`src/rtl/clock_display_pkg.sv`:
```
// Shared constants and types for the multiplexed clock display scanner.
package clock_display_pkg;

  localparam logic [6:0] SEG_0     = 7'h3F;
  localparam logic [6:0] SEG_1     = 7'h06;
  localparam logic [6:0] SEG_2     = 7'h5B;
  localparam logic [6:0] SEG_3     = 7'h4F;
  localparam logic [6:0] SEG_4     = 7'h66;
  localparam logic [6:0] SEG_5     = 7'h6D;
  localparam logic [6:0] SEG_6     = 7'h7D;
  localparam logic [6:0] SEG_7     = 7'h07;
  localparam logic [6:0] SEG_8     = 7'h7F;
  localparam logic [6:0] SEG_9     = 7'h6F;
  localparam logic [6:0] SEG_DASH  = 7'h40;
  localparam logic [6:0] SEG_BLANK = 7'h00;

  typedef logic [1:0] digit_idx_t;

endpackage

```
`src/rtl/clock_display_scanner_if.sv`:
```
// Time digits in, multiplexed 7-segment drive out.
interface clock_display_scanner_if;

  logic       enable;
  logic       blank_lead_zero;
  logic [1:0] time_ms_hr;
  logic [3:0] time_ls_hr;
  logic [2:0] time_ms_min;
  logic [3:0] time_ls_min;
  logic [6:0] seg;
  logic [3:0] an;
  logic       colon;
  logic       frame_done;

  modport master (
    output enable, blank_lead_zero, time_ms_hr, time_ls_hr, time_ms_min, time_ls_min,
    input  seg, an, colon, frame_done
  );

  modport slave (
    input  enable, blank_lead_zero, time_ms_hr, time_ls_hr, time_ms_min, time_ls_min,
    output seg, an, colon, frame_done
  );

endinterface

```
`src/rtl/bcd_to_7seg.sv`:
```
// Combinational BCD to 7-segment decoder; non-decimal codes show a dash.
module bcd_to_7seg
  import clock_display_pkg::*;
(
  input  logic [3:0] bcd_i,
  output logic [6:0] seg_o
);

  always_comb begin
    seg_o = SEG_DASH;
    case (bcd_i)
      4'd0:    seg_o = SEG_0;
      4'd1:    seg_o = SEG_1;
      4'd2:    seg_o = SEG_2;
      4'd3:    seg_o = SEG_3;
      4'd4:    seg_o = SEG_4;
      4'd5:    seg_o = SEG_5;
      4'd6:    seg_o = SEG_6;
      4'd7:    seg_o = SEG_7;
      4'd8:    seg_o = SEG_8;
      4'd9:    seg_o = SEG_9;
      default: seg_o = SEG_DASH;
    endcase
  end

endmodule

```
`src/rtl/clock_display_scanner.sv`:
```
// Scans a frame-snapshotted HH:MM onto a 4-digit common-cathode display with a blinking colon.
module clock_display_scanner
  import clock_display_pkg::*;
#(
  parameter int SCAN_DIV     = 1000,
  parameter int BLINK_FRAMES = 125
) (
  input logic                     clock,
  input logic                     reset,
  clock_display_scanner_if.slave  disp
);

  localparam int PW = $clog2(SCAN_DIV);
  localparam int BW = (BLINK_FRAMES > 1) ? $clog2(BLINK_FRAMES) : 1;

  logic [PW-1:0] presc_q, presc_d;
  digit_idx_t    idx_q, idx_d;
  logic [BW-1:0] blink_q, blink_d;
  logic          colon_state_q, colon_state_d;
  logic          load_pending_q, load_pending_d;
  logic [3:0]    shadow_q [4];
  logic [3:0]    shadow_d [4];
  logic [6:0]    seg_q, seg_d;
  logic [3:0]    an_q, an_d;
  logic          colon_q, colon_d;
  logic          frame_done_q, frame_done_d;

  logic          tick;
  logic          wrap;
  logic [6:0]    dec_seg;

  assign tick = disp.enable && (presc_q == PW'(SCAN_DIV - 1));
  assign wrap = tick && (idx_q == 2'd3);

  bcd_to_7seg u_dec (
    .bcd_i (shadow_q[idx_q]),
    .seg_o (dec_seg)
  );

  always_comb begin
    presc_d        = presc_q;
    idx_d          = idx_q;
    blink_d        = blink_q;
    colon_state_d  = colon_state_q;
    load_pending_d = load_pending_q;
    shadow_d       = shadow_q;
    frame_done_d   = wrap;
    seg_d          = SEG_BLANK;
    an_d           = 4'b0000;
    colon_d        = 1'b0;

    if (disp.enable) begin
      presc_d = tick ? '0 : presc_q + 1'b1;
      if (tick) idx_d = idx_q + 2'd1;

      if (wrap) begin
        if (blink_q == BW'(BLINK_FRAMES - 1)) begin
          blink_d       = '0;
          colon_state_d = ~colon_state_q;
        end else begin
          blink_d = blink_q + 1'b1;
        end
      end

      // Snapshot only at frame boundaries so a frame never mixes old and new digits.
      if (load_pending_q || wrap) begin
        shadow_d[0]    = disp.time_ls_min;
        shadow_d[1]    = {1'b0, disp.time_ms_min};
        shadow_d[2]    = disp.time_ls_hr;
        shadow_d[3]    = {2'b00, disp.time_ms_hr};
        load_pending_d = 1'b0;
      end

      an_d    = 4'b0001 << idx_q;
      seg_d   = (idx_q == 2'd3 && disp.blank_lead_zero && shadow_q[3] == 4'd0) ? SEG_BLANK : dec_seg;
      colon_d = colon_state_q;
    end
  end

  always_ff @(posedge clock) begin
    if (!reset) begin
      presc_q        <= '0;
      idx_q          <= '0;
      blink_q        <= '0;
      colon_state_q  <= 1'b0;
      load_pending_q <= 1'b1;
      for (int i = 0; i < 4; i++) shadow_q[i] <= 4'd0;
      seg_q          <= SEG_BLANK;
      an_q           <= 4'b0000;
      colon_q        <= 1'b0;
      frame_done_q   <= 1'b0;
    end else begin
      presc_q        <= presc_d;
      idx_q          <= idx_d;
      blink_q        <= blink_d;
      colon_state_q  <= colon_state_d;
      load_pending_q <= load_pending_d;
      shadow_q       <= shadow_d;
      seg_q          <= seg_d;
      an_q           <= an_d;
      colon_q        <= colon_d;
      frame_done_q   <= frame_done_d;
    end
  end

  assign disp.seg        = seg_q;
  assign disp.an         = an_q;
  assign disp.colon      = colon_q;
  assign disp.frame_done = frame_done_q;

endmodule

```
`src/flat_wrapper.sv`:
```
// flat-port wrapper written by rule: the top's interface ports become plain ports
module clock_display_scanner_flat import clock_display_pkg::*;
#(
  parameter int SCAN_DIV     = 1000,
  parameter int BLINK_FRAMES = 125
)
  (clock, reset, disp_enable, disp_blank_lead_zero, disp_time_ms_hr, disp_time_ls_hr, disp_time_ms_min, disp_time_ls_min, disp_seg, disp_an, disp_colon, disp_frame_done);
  clock_display_scanner_if disp_i ();
  input logic clock;
  input logic reset;
  input wire logic [$bits(disp_i.enable)-1:0] disp_enable;
  input wire logic [$bits(disp_i.blank_lead_zero)-1:0] disp_blank_lead_zero;
  input wire logic [$bits(disp_i.time_ms_hr)-1:0] disp_time_ms_hr;
  input wire logic [$bits(disp_i.time_ls_hr)-1:0] disp_time_ls_hr;
  input wire logic [$bits(disp_i.time_ms_min)-1:0] disp_time_ms_min;
  input wire logic [$bits(disp_i.time_ls_min)-1:0] disp_time_ls_min;
  output wire logic [$bits(disp_i.seg)-1:0] disp_seg;
  output wire logic [$bits(disp_i.an)-1:0] disp_an;
  output wire logic [$bits(disp_i.colon)-1:0] disp_colon;
  output wire logic [$bits(disp_i.frame_done)-1:0] disp_frame_done;
  assign disp_i.enable = disp_enable;
  assign disp_i.blank_lead_zero = disp_blank_lead_zero;
  assign disp_i.time_ms_hr = disp_time_ms_hr;
  assign disp_i.time_ls_hr = disp_time_ls_hr;
  assign disp_i.time_ms_min = disp_time_ms_min;
  assign disp_i.time_ls_min = disp_time_ls_min;
  assign disp_seg = disp_i.seg;
  assign disp_an = disp_i.an;
  assign disp_colon = disp_i.colon;
  assign disp_frame_done = disp_i.frame_done;
  clock_display_scanner #(.SCAN_DIV(SCAN_DIV), .BLINK_FRAMES(BLINK_FRAMES)) u_core (.clock(clock), .reset(reset), .disp(disp_i));
endmodule
```
`config.mk`:
```
export PLATFORM = sky130hd
export DESIGN_NAME = clock_display_scanner_flat
export DESIGN_NICKNAME = d
export VERILOG_FILES = /design/src/rtl/clock_display_pkg.sv /design/src/rtl/clock_display_scanner_if.sv /design/src/rtl/bcd_to_7seg.sv /design/src/rtl/clock_display_scanner.sv /design/src/flat_wrapper.sv
export SDC_FILE = /design/constraint.sdc
export NUM_CORES = 1
export LEC_CHECK = 0
export BUFFER_PORTS_ARGS = -buffer_cell sky130_fd_sc_hd__buf_2
export CAP_MARGIN = 40
export CORE_MARGIN = 5
export CORE_UTILIZATION = 40
export CTS_CLUSTER_DIAMETER = 80
export DETAILED_ROUTE_END_ITERATION = 8
export SLEW_MARGIN = 5
export SYNTH_ARGS = -nofsm -noshare
export SYNTH_HDL_FRONTEND = slang
export SYNTH_SLANG_ARGS = --single-unit
```
`constraint.sdc`:
```
create_clock -name clock -period 4.7 [get_ports clock]
set_clock_uncertainty 0.05 [all_clocks]
set_input_delay 0.235 -clock clock [delete_from_list [all_inputs] [get_ports clock]]
set_output_delay 0.235 -clock clock [all_outputs]
set_load 0.05 [all_outputs]
```
==> impl_metrics.ini, run 1 <==
[cells_and_area]
utilization_pct = 47.3
postLayoutCellArea_sq_mm = 0.00243
syn_to_final_growth_pct = 13.9
drive_above_1_share_pct = 18.1
fin_nets = 291
multiInputGateArea_sq_mm = 0.00110
seqCellArea_sq_um = 941
fin_cells = 335
num_antenna_cells = 0
fillers = 531

[global_routing]
grt_usage_pct = 11.9
grt_pass1_vias = 1531
grt_overflow = 0
grt_pass1_wl_um = 6800
antenna_found_initial = 0
grt_max_degree = 34

[cts]
cts_root_buf = clkbuf_8
cts_made_buffers = 5
cts_resized = 0
cts.sinks = 47
postCtsSetupRepairBufs = 0
cts_htree_levels = 2
postCtsHoldBufs = 0
cts_tree = yes
clock_latency_ps = 300
cts_buffer_depth = 2
cts.clk_slew.worst_paths_ps = 90

[placement]
place_area_sq_mm = 0.00230
dp_hpwl_um = 2840
gp_congestion = 0.730
post-place-cells = 327
portBuffers = 29
pre_cts_slack_ps = 2260

[pwr]
power_frac_clock_pct = 41.5
power.switching_mw = 0.195
p_int_mw = 0.648
seqPwrFrac_pct = 49.7
cellPowerDensity_mw_per_mm2 = 346
p_comb_share_pct = 8.8
swShare_pct = 23.1
ir_drop_mv = 0.143
p_leak_nw = 0.968

[floorplan]
dieHeight_um = 83.1
coreArea_sq_mm = 0.00514
rows = 26
start_util_pct = 41.6
die_x_um = 83.1
io_pins = 30
die_area_sq_mm = 0.00690

[critical_path]
cp-startpoint = u_core.idx_q[1]
cp.required_ps = 4880
cp.buffers_inverters = 1
cp.arrival_ps = 2650
rrSetupSlack_ps = 2230
end_kind = flip-flop
regToRegStartpoint = u_core.idx_q[1]
r2r_cells = 5
worstPathMaxFanout = 15
slowest_stage = dfxtp_1
path_cells = ha_1 > inv_1 > or4_4 > or4_1 > a21oi_1
crit_end = u_core.blink_q[5]
worstSetupPathType = flip-flop to flip-flop
cpLargestDelayFamily = simple AND/OR/NAND/NOR gates
startpoint_type = flip-flop
timing.rr.end = u_core.blink_q[5]
slowest_delay_ps = 650
critical_path_depth = 5

[sta]
max_freq_mhz = 405
rsz0062_at_grt = false
maxSlewViolCount = 0
worst_slack_ps = 2230
slew_headroom_pct = 62.9
finalSetupTns_ps = 0
finalCritPeriodShare_pct = 52.6
setup_violations = 0
worst_pin_slew_ps = 557
finalHoldViolCount = 0
min_period_ps = 2470

[routing]
vias = 1649
drt-wirelength-per-cell_um = 12.0
first_iter_violations = 41
antenna_left = 0
drt_wl_total_um = 4010
vias_per_cell = 4.92
firstDrtPassIters = 6
drcViolationCount = 0

[yosys]
async_flop_share_pct = 0
synth_flop_cell = dfxtp_1
ys_seq_area_share_pct = 44.1
ys_types = 41
synthesis.area_sq_mm = 0.00214
synth_edf_count = 0
syn_inst = 243
synth_warnings = 0
syn_area_per_cell_sq_um = 8.79
synth-seq-cells = 47
synth_nets = 270

[flow_run]
maxCapViolCount = 0

[min_path]
hp-class = input port to flip-flop

[status]
status = finished clean
power by group through the flow:
| stage | logic [mW] | clock network (mW) | registers (mW) |
|---|---|---|---|
| floorplan | 0.0380 | 0 | 0.444 |
| global placement | 0.0740 | 0 | 0.428 |
| detailed placement | 0.0748 | 0 | 0.428 |
| CTS | 0.0751 | 0.361 | 0.419 |
| global route | 0.0830 | 0.377 | 0.421 |
| finish | 0.0739 | 0.350 | 0.419 |
cell usage after synthesis, drive strengths merged, types with 3 or more instances:
library cell | count | share of area [%]
a21oi | 7 | 1.6
a31oi | 3 | 0.88
buf | 3 | 1.2
clkbuf | 12 | 2.1
dfxtp | 47 | 44
ha | 10 | 5.9
inv | 7 | 1.2
mux2i | 4 | 1.9
nand2 | 26 | 4.6
nand3 | 18 | 4.2
nand4 | 6 | 2.1
nor2 | 23 | 4.0
nor2b | 3 | 0.88
nor3 | 4 | 0.94
nor4 | 3 | 0.88
o21ai | 21 | 4.9
o31ai | 3 | 1.1
or2 | 4 | 1.2
or3 | 3 | 1.0
or4 | 4 | 1.6
xnor2 | 8 | 3.3
xor2 | 5 | 2.1
metal layers:
metal	vias up	track usage (%)	share of wire (%)
met5	-	0	0
met3	7	3.76	4.2
met1	730	15.3	53
met4	0	5.35	1.9
li1	885	-	-
met2	27	18.2	41
stage by stage:
step	hold WS, ps	power (mW)
CTS	101	0.855
detailed placement	396	0.503
global route	101	0.881
finish	111	0.843
global placement	390	0.502
floorplan	325	0.482
cells in the final DEF, fill, tap and decap left out, types with 2 or more instances in the layout:
cell,instances
a21oi_1,7
dfxtp_1,47
or2_2,3
bufinv_16,2
buf_2,29
a31oi_1,3
nor2_1,23
nand2b_1,2
or3_2,2
or4_1,3
nand2_1,26
nor3b_1,2
inv_1,7
nor2b_1,3
nor4_1,3
xnor2_1,8
o31ai_1,3
mux2i_1,4
and3_1,2
clkbuf_8,5
nand3_1,18
o21ai_0,21
a211o_1,2
mux4_2,2
nand4_1,5
xor2_1,5
ha_1,10
nor3_1,4
state kept, by name, indices dropped and copies added (netlist names):
signal	cells
u_core.shadow_q	13
u_core.colon_state_q	1
u_core.presc_q	10
u_core.disp.frame_done	1
u_core.disp.colon	1
u_core.idx_q	2
u_core.disp.seg	7
u_core.blink_q	7
u_core.disp.an	4
u_core.load_pending_q	1
tightest hold or removal path: cells and delay by family:
family	cells	cell delay (ps)
compound gates	1	50
buf+inv	1	90
simple gates	1	40
worst min-delay path by stage:
| stage | cells after the start | startpoint | end | slack, ps |
|---|---|---|---|---|
| after global placement | 2 | u_core.load_pending_q | u_core.load_pending_q | 390 |
| after global routing | 3 | disp_time_ls_min[1] | u_core.shadow_q[13] | 100 |
| after detailed placement | 2 | u_core.load_pending_q | u_core.load_pending_q | 400 |
| after floorplan | 2 | disp_time_ms_hr[0] | u_core.shadow_q[0] | 320 |
| final | 3 | disp_time_ls_min[1] | u_core.shadow_q[13] | 110 |
| after CTS | 3 | disp_time_ls_min[1] | u_core.shadow_q[13] | 100 |
layout make-up:
class	instances	share of cell area, %
multi-input cells	174	45.1
flip-flops and latches	47	38.7
repair buffers	29	5.96
well taps	70	3.60
clock buffers	5	2.83
clock inverters	3	2.78
inverters	7	1.08
cells by family (layout without fill, tap and decap cells):
family	after synthesis	in the layout	share of synthesized area (%)
DFF	47	47	44.1
and+or+nand+nor	104	104	24.8
buffers and inverters	22	44	4.57
adders and majority gates	10	10	5.86
AOI/OAI and AO/OA	41	41	11.4
muxes	6	6	3.98
xor gates and xnor gates	13	13	5.33
No activity file was read; power rests on OpenSTA's default activity.
==> inputs of run 2 (changes only) <==
ABC_AREA = 1   (was default)
clock period = 2.44 ns   (was 4.7 ns; I/O delays follow)
==> run 2 against run 1 <==
Sequential share of layout area decreased by 3.2 points. Utilization decreased by 2.1 points. Die area increased by 9.9%. Sequential power increased by 94%. Flip-flop and latch count unchanged. Via count increased by 22%. Register-to-register slack got worse by 1600 ps. Non-clock buffer count increased by 1.
==> impl_metrics.ini, run 2 <==
[status]
status = finished clean

[critical_path]
crit_end = u_core.disp.seg[5]
worstSetupPathType = flip-flop to flip-flop
end_kind = flip-flop
cp-startpoint = u_core.idx_q[0]
worstPathMaxFanout = 10
cp.required_ps = 2630
rrSetupSlack_ps = 610
regToRegStartpoint = u_core.idx_q[0]
timing.rr.end = u_core.disp.seg[5]
r2r_cells = 10
cp.arrival_ps = 2010
startpoint_type = flip-flop

[floorplan]
die_area_sq_mm = 0.00758
io_pins = 30
start_util_pct = 40.6
dieHeight_um = 87.1
rows = 28
die_x_um = 87.1
coreArea_sq_mm = 0.00585

[yosys]
synth_most_common_cell = nand2_1
synthesis.area_sq_mm = 0.00238
synthTopCellsByArea = dfxtp_1 40%, nand2_1 11%, nor2_1 8.2%
synth-seq-cells = 47
ys_types = 34
synth_top_cell_by_area = dfxtp_1
syn_area_per_cell_sq_um = 7.09
synth_common_cells = 72 x nand2_1, 52 x nor2_1, 47 x dfxtp_1
synth_warnings = 0
synth_flop_cell = dfxtp_1
synth.top_cell.area_share_pct = 39.6
async_flop_share_pct = 0
synth_edf_count = 0
ys_seq_area_share_pct = 39.6
synth_nets = 362
syn_inst = 335

[cts]
cts_resized = 0
cts.sinks = 47
clock_latency_ps = 300
cts_made_buffers = 5
cts_htree_levels = 2
postCtsSetupRepairBufs = 0
postCtsHoldBufs = 0
cts_root_buf = clkbuf_8
cts.clk_slew.worst_paths_ps = 90
cts_buffer_depth = 2
cts_tree = yes

[sta]
rsz0062_at_grt = false
finalSetupTns_ps = 0
slew_headroom_pct = 71.8
setup_violations = 0
finalCritPeriodShare_pct = 74.8
finalHoldViolCount = 0
worst_pin_slew_ps = 423
min_period_ps = 1830
max_freq_mhz = 548
maxSlewViolCount = 0

[routing]
vias_per_cell = 4.62
drt_wl_total_um = 4590
drcViolationCount = 0
first_iter_violations = 76
firstDrtPassIters = 4
antenna_left = 0
drt-wirelength-per-cell_um = 10.5
vias = 2019

[placement]
gp_congestion = 0.796
portBuffers = 29
post-place-cells = 430
dp_hpwl_um = 3350
place_area_sq_mm = 0.00254

[min_path]
hp-class = input port to flip-flop
hold_path_depth = 5

[pwr]
power.total_mw = 1.56
power.switching_mw = 0.403
p_leak_nw = 1.20
swShare_pct = 25.8
cellPowerDensity_mw_per_mm2 = 589
p_comb_share_pct = 12.0
seqPwrFrac_pct = 52.0
ir_drop_mv = 0.294
p_int_mw = 1.16
power_frac_clock_pct = 36.0

[cells_and_area]
drive_above_1_share_pct = 15.2
fin_nets = 389
postLayoutCellArea_sq_mm = 0.00265
layout_common_cells = 72 x nand2_1, 52 x nor2_1, 47 x dfxtp_1
utilization_pct = 45.3
regMostFlops = u_core.shadow_q
largest_reg_flops = 13
layout_commonest_cell = nand2_1
fin_cells = 437
syn_to_final_growth_pct = 11.5
num_antenna_cells = 0
top_regs = u_core.shadow_q x13, u_core.presc_q x10

[global_routing]
grt_use_met2_pct = 18.8
grt.busiest_layer = met2
grtUsageMet3_pct = 3.41
grt_pass1_vias = 1787
use_met1_pct = 17.1
grt_max_degree = 27
grt_overflow = 0
grt_pass1_wl_um = 7800
grt_usage_pct = 12.7
antenna_found_initial = 0

[flow_run]
maxCapViolCount = 0
==> run 2: layout make-up <==
| type | instances | area (sq um) |
|---|---|---|
| clock buffer | 5 | 68.8 |
| clock inverter | 2 | 37.5 |
| fill | 619 | 3200 |
| inverter | 46 | 175 |
| multi-input combinational | 232 | 1180 |
| sequential | 47 | 941 |
| tap | 75 | 93.8 |
| timing repair buffer | 30 | 153 |
==> run 2: layer usage <==
metal | vias up | part of all wire [%]
met5 | - | 0
met4 | 0 | 1.9
met3 | 8 | 5.3
met2 | 35 | 41
met1 | 868 | 52
li1 | 1108 | -
==> run 2: cells by family (layout without fill, tap and decap cells) <==
| logic type | count (synthesis) | in the layout | share of synthesized area, % |
|---|---|---|---|
| AO/OA/AOI/OAI | 38 | 38 | 8.32 |
| XOR/XNOR | 5 | 5 | 1.84 |
| adder cells (fa/ha/maj) | 10 | 10 | 5.27 |
| buffers and inverters | 56 | 83 | 10.7 |
| flip-flops | 47 | 47 | 39.6 |
| AND/OR/NAND/NOR | 179 | 179 | 34.3 |
==> run 2: critical path, cell delays in order, from the launching register on <==
cell and delay [ps]:
dfxtp_1 590, inv_4 110, nand2_1 80, nand2_1 50
nand2_1 50, and2_2 200, inv_1 90, ha_1 180
o21ai_0 210, nor2_1 60, nor2_1 90
==> run 2: how the worst min path moves through the flow <==
stage,startpoint,end
finish,disp_time_ls_hr[2],u_core.shadow_q[6]
global route,disp_time_ms_min[2],u_core.shadow_q[10]
CTS,disp_time_ls_hr[3],u_core.shadow_q[7]
detailed placement,disp_time_ls_hr[0],u_core.shadow_q[4]
global placement,disp_time_ls_hr[1],u_core.shadow_q[5]
floorplan,reset,u_core.blink_q[5]
==> run 2: power by group through the flow <==
stage	logic (mW)	clock network, mW	registers, mW
3_5_place_dp	0.189	0	0.829
2_1_floorplan	0.119	0	0.861
6_report	0.187	0.562	0.811
3_3_place_gp	0.188	0	0.829
4_1_cts	0.189	0.571	0.811
5_1_grt	0.212	0.606	0.815
==> run 2: through the flow <==
stage          hold WS (ps)  worst slack, ps
6_report               76.7              615
5_1_grt                 101              374
3_5_place_dp            396              631
2_1_floorplan           275              907
4_1_cts                79.1              607
3_3_place_gp            384              670
